$ cat src/rtl/stream_mux_rr.sv
// stream_mux_rr: N-channel round-robin stream mux with a registered output stage.
// Define STREAM_MUX_LOCK_EN to add in_last/out_last and hold the grant until a packet ends.
module stream_mux_rr #(
  parameter int NUM_CH = 4,
  parameter int DATA_W = 8,
  localparam int SEL_W = $clog2(NUM_CH)
) (
  input  logic                     clk,
  input  logic                     rst_n,
  input  logic [NUM_CH*DATA_W-1:0] in_data,
  input  logic [NUM_CH-1:0]        in_valid,
  output logic [NUM_CH-1:0]        in_ready,
`ifdef STREAM_MUX_LOCK_EN
  input  logic [NUM_CH-1:0]        in_last,
  output logic                     out_last,
`endif
  output logic [DATA_W-1:0]        out_data,
  output logic [SEL_W-1:0]         out_sel,
  output logic                     out_valid,
  input  logic                     out_ready
);
  logic [SEL_W-1:0] ptr, grant;
  logic any, load, lock;
  assign load = !out_valid || out_ready;
  // Scan downward so the channel nearest ptr+1 is the one left standing.
  always_comb begin
    grant = ptr;
    any = 1'b0;
    if (lock) begin
      any = in_valid[ptr];
    end else begin
      for (int k = NUM_CH; k >= 1; k--) begin
        if (in_valid[(int'(ptr) + k) % NUM_CH]) begin
          grant = SEL_W'((int'(ptr) + k) % NUM_CH);
          any = 1'b1;
        end
      end
    end
    in_ready = (rst_n && load && any) ? NUM_CH'(1) << grant : '0;
  end
`ifdef STREAM_MUX_LOCK_EN
  always_ff @(posedge clk or negedge rst_n) begin
    if (!rst_n) begin
      lock <= 1'b0;
      out_last <= 1'b0;
    end else if (load && any) begin
      lock <= !in_last[grant];
      out_last <= in_last[grant];
    end
  end
`else
  assign lock = 1'b0;
`endif
  always_ff @(posedge clk or negedge rst_n) begin
    if (!rst_n) begin
      out_valid <= 1'b0;
      out_data <= '0;
      out_sel <= '0;
      ptr <= SEL_W'(NUM_CH - 1);
    end else if (load) begin
      out_valid <= any;
      if (any) begin
        out_data <= in_data[grant*DATA_W +: DATA_W];
        out_sel <= grant;
        ptr <= grant;
      end
    end
  end
endmodule

$ cat config.mk
export PLATFORM = sky130hd
export DESIGN_NAME = stream_mux_rr
export DESIGN_NICKNAME = d
export VERILOG_FILES = /design/src/rtl/stream_mux_rr.sv
export SDC_FILE = /design/constraint.sdc
export NUM_CORES = 1
export LEC_CHECK = 0
export BUFFER_PORTS_ARGS = -buffer_cell sky130_fd_sc_hd__buf_2
export CAP_MARGIN = 10
export CORE_UTILIZATION = 41
export DETAILED_ROUTE_END_ITERATION = 16
export GPL_TIMING_DRIVEN = 0
export MAX_ROUTING_LAYER = met4
export PLACE_DENSITY = 0.77
export SETUP_SLACK_MARGIN = 0.05
export SYNTH_ARGS = -nofsm -noshare
export SYNTH_HDL_FRONTEND = slang
export SYNTH_SLANG_ARGS = --single-unit
$ cat constraint.sdc
create_clock -name clk -period 4 [get_ports clk]
set_input_delay 0.8 -clock clk [delete_from_list [all_inputs] [get_ports clk]]
set_output_delay 0.8 -clock clk [all_outputs]
set_load 0.02 [all_outputs]
==> flow_summary.toml <==
[setup_path]
cp.required_ps = 3200
critPathArrivalTime_ps = 2160
worstSetupPathType = "input pin to output pin"
critPathMaxFanout = 9
startpoint_type = "input pin"
r2r_setup_slack_ps = 2090
end_kind = "output pin"
reg2reg_depth = 7

[die]
io_pins = 54
die_h_um = 49.81
die-area_mm2 = 0.002481
rows = 16
initial_core_util = 0.4545
dieWidth_um = 49.81
fp.coreArea_mm2 = 0.002062

[final_layout]
final_cells = 192
diodes = 0
layout-drive-gt1-share = 0.4182
multi_input_area_um2 = 556.8
final_area_mm2 = 0.001262
regArea_um2 = 327.8
final_common_cell = "buf_2"
layout_common_cells = "buf_2, nand2_1, dfrtp_1"
nets = 205
fill_cells = 204
syn_to_final_growth_pct = 34.71

[synth]
seq_area_frac_synth = 0.3498
yosys_warnings = 0
mappedNetlistArea_um2 = 937.1
syn-num-nets = 147
synth_cells = 108
yosys_most_used_dff = "dfrtp_1"
synthArstFlopShare = 1.000
synth-seq-cells = 13
synth.distinct_cells = 25
syn_avg_cell_area_um2 = 8.677
synth_edf_count = 0

[sta]
fmax_mhz = 337.7
fin_setup_tns_ps = 0
rsz0062_at_grt = "false"
slew-limit-headroom = 0.5425
drv_slew = 0
post-route-period-util = 0.7404
hold_viol_final = 0
setup_viol = 0
worst_slack_ps = 1038
skew_ps = 9.471
worst_pin_slew_ps = 684.8
min_period_ps = 2962

[cts]
cts-root-buf = "clkbuf_4"
cts_setup_buffers = 0
cts.repair.resized = 0
cts_tree = "built"
cts_htree_levels = 1
clkTransAtPathRegs_ps = 90
cts_hold_buf = 0
clk_latency_ps = 280
numCtsBuffers = 3
clkSinkCount = 13
cts.path.max_buffers = 2

[detailed_routing]
drc_errors = 0
via_count = 1091
postRouteAntennaNets = 0
via_per_inst = 5.682
drt_iter0_drc = 23
wl_per_cell_um = 14.01
firstDrtPassIters = 4
wl_mm = 2.689

[hold_path]
hp-class = "input pin to async pin"

[power_and_ir_drop]
vdd_drop_max_uv = 324.4
leakagePower_nw = 0.6523
power-per-cell-area_mw_per_mm2 = 502.0

[placed_design]
place.gp.congestion = 0.7975
dpl_worst_slack_ps = 1080
place_area_mm2 = 0.001236
io_buffers = 53
dpl.cell_count = 188
dp_hpwl_mm = 2.018

[global_routing]
track_usage = 0.2430
grt_max_degree = 16
grt_pass1_wl_mm = 4.540
antenna_found_initial = 0
grt_pass1_vias = 1071
gr-total-overflow = 0

[status]
status = "finished, final reports clean"

[job]
cap_violations = 0
-- critical path, cell delays in order --
cell      delay [ps]
buf_2            120
nor2b_1          160
o21bai_1         570
nand3_1          200
nor2_1           150
buf_2            170
-- report_power, final --
| group | switching [W] | internal (W) |
|---|---|---|
| logic | 0.000208 | 0.000139 |
| clock network | 0.0000440 | 0.0000386 |
| registers | 0.0000241 | 0.000181 |
-- cell usage after synthesis, types with 3 or more instances --
cell | count | share of area
a211o_1 | 8 | 0.075
a21oi_1 | 4 | 0.021
nand4_1 | 8 | 0.053
buf_2 | 6 | 0.032
nor2_1 | 8 | 0.032
nand2_1 | 16 | 0.064
o211ai_1 | 8 | 0.064
mux2i_1 | 8 | 0.085
nand3_1 | 3 | 0.016
nor2b_1 | 4 | 0.027
dfrtp_1 | 11 | 0.29
o31ai_1 | 8 | 0.064
-- flip-flops by register name, indices dropped and copies added, names as in the netlist --
| signal | count |
|---|---|
| out_data | 8 |
| out_sel | 2 |
| ptr | 2 |
| out_valid | 1 |
-- final timing paths --
check,from,to
setup reg to reg,ptr[0]$_DFFE_PN1P_,out_data[5]$_DFFE_PN0P_
hold / removal,rst_n,out_data[1]$_DFFE_PN0P_
max in group asynchronous,rst_n,ptr[1]$_DFFE_PN1P_
hold reg to reg,out_sel[1]$_DFFE_PN0P_,out_sel[1]$_DFFE_PN0P_
min in group clk,out_sel[1]$_DFFE_PN0P_,out_sel[1]$_DFFE_PN0P_
setup / recovery,in_valid[1],in_ready[2]
-- layout make-up --
| class | count | area share |
|---|---|---|
| buffer | 8 | 0.03865 |
| tap | 27 | 0.02676 |
| multi-input combinational | 86 | 0.4410 |
| clock buffer | 4 | 0.02081 |
| inverter | 1 | 0.002973 |
| sequential | 13 | 0.2597 |
| timing repair buffer | 53 | 0.2101 |
-- cell families after synthesis --
| family | synth area share |
|---|---|
| DFF | 0.3498 |
| and+or+nand+nor | 0.2283 |
| AOI/OAI and AO/OA | 0.2804 |
| buffers and inverters | 0.05607 |
| muxes | 0.08545 |
-- stage by stage --
step	hold slack, ps	util	power, W
after floorplan	500.5	-	0.0004458
after global placement	456.1	0.5995	0.0005402
after detailed placement	470.2	0.5995	0.0005534
after CTS	426.2	0.6123	0.0006354
after global routing	431.1	0.6123	0.0006822
final	416.2	0.6123	0.0006338
-- per-layer routing --
layer  wire (um)  vias to the layer above  GRT usage
met5           0                        -          -
met4          29                        0    0.08095
met3         144                        4    0.01852
met2        1315                       54     0.4054
met1        1200                      506     0.3096
li1            -                      527          -
(Power assumes the default switching activity.)
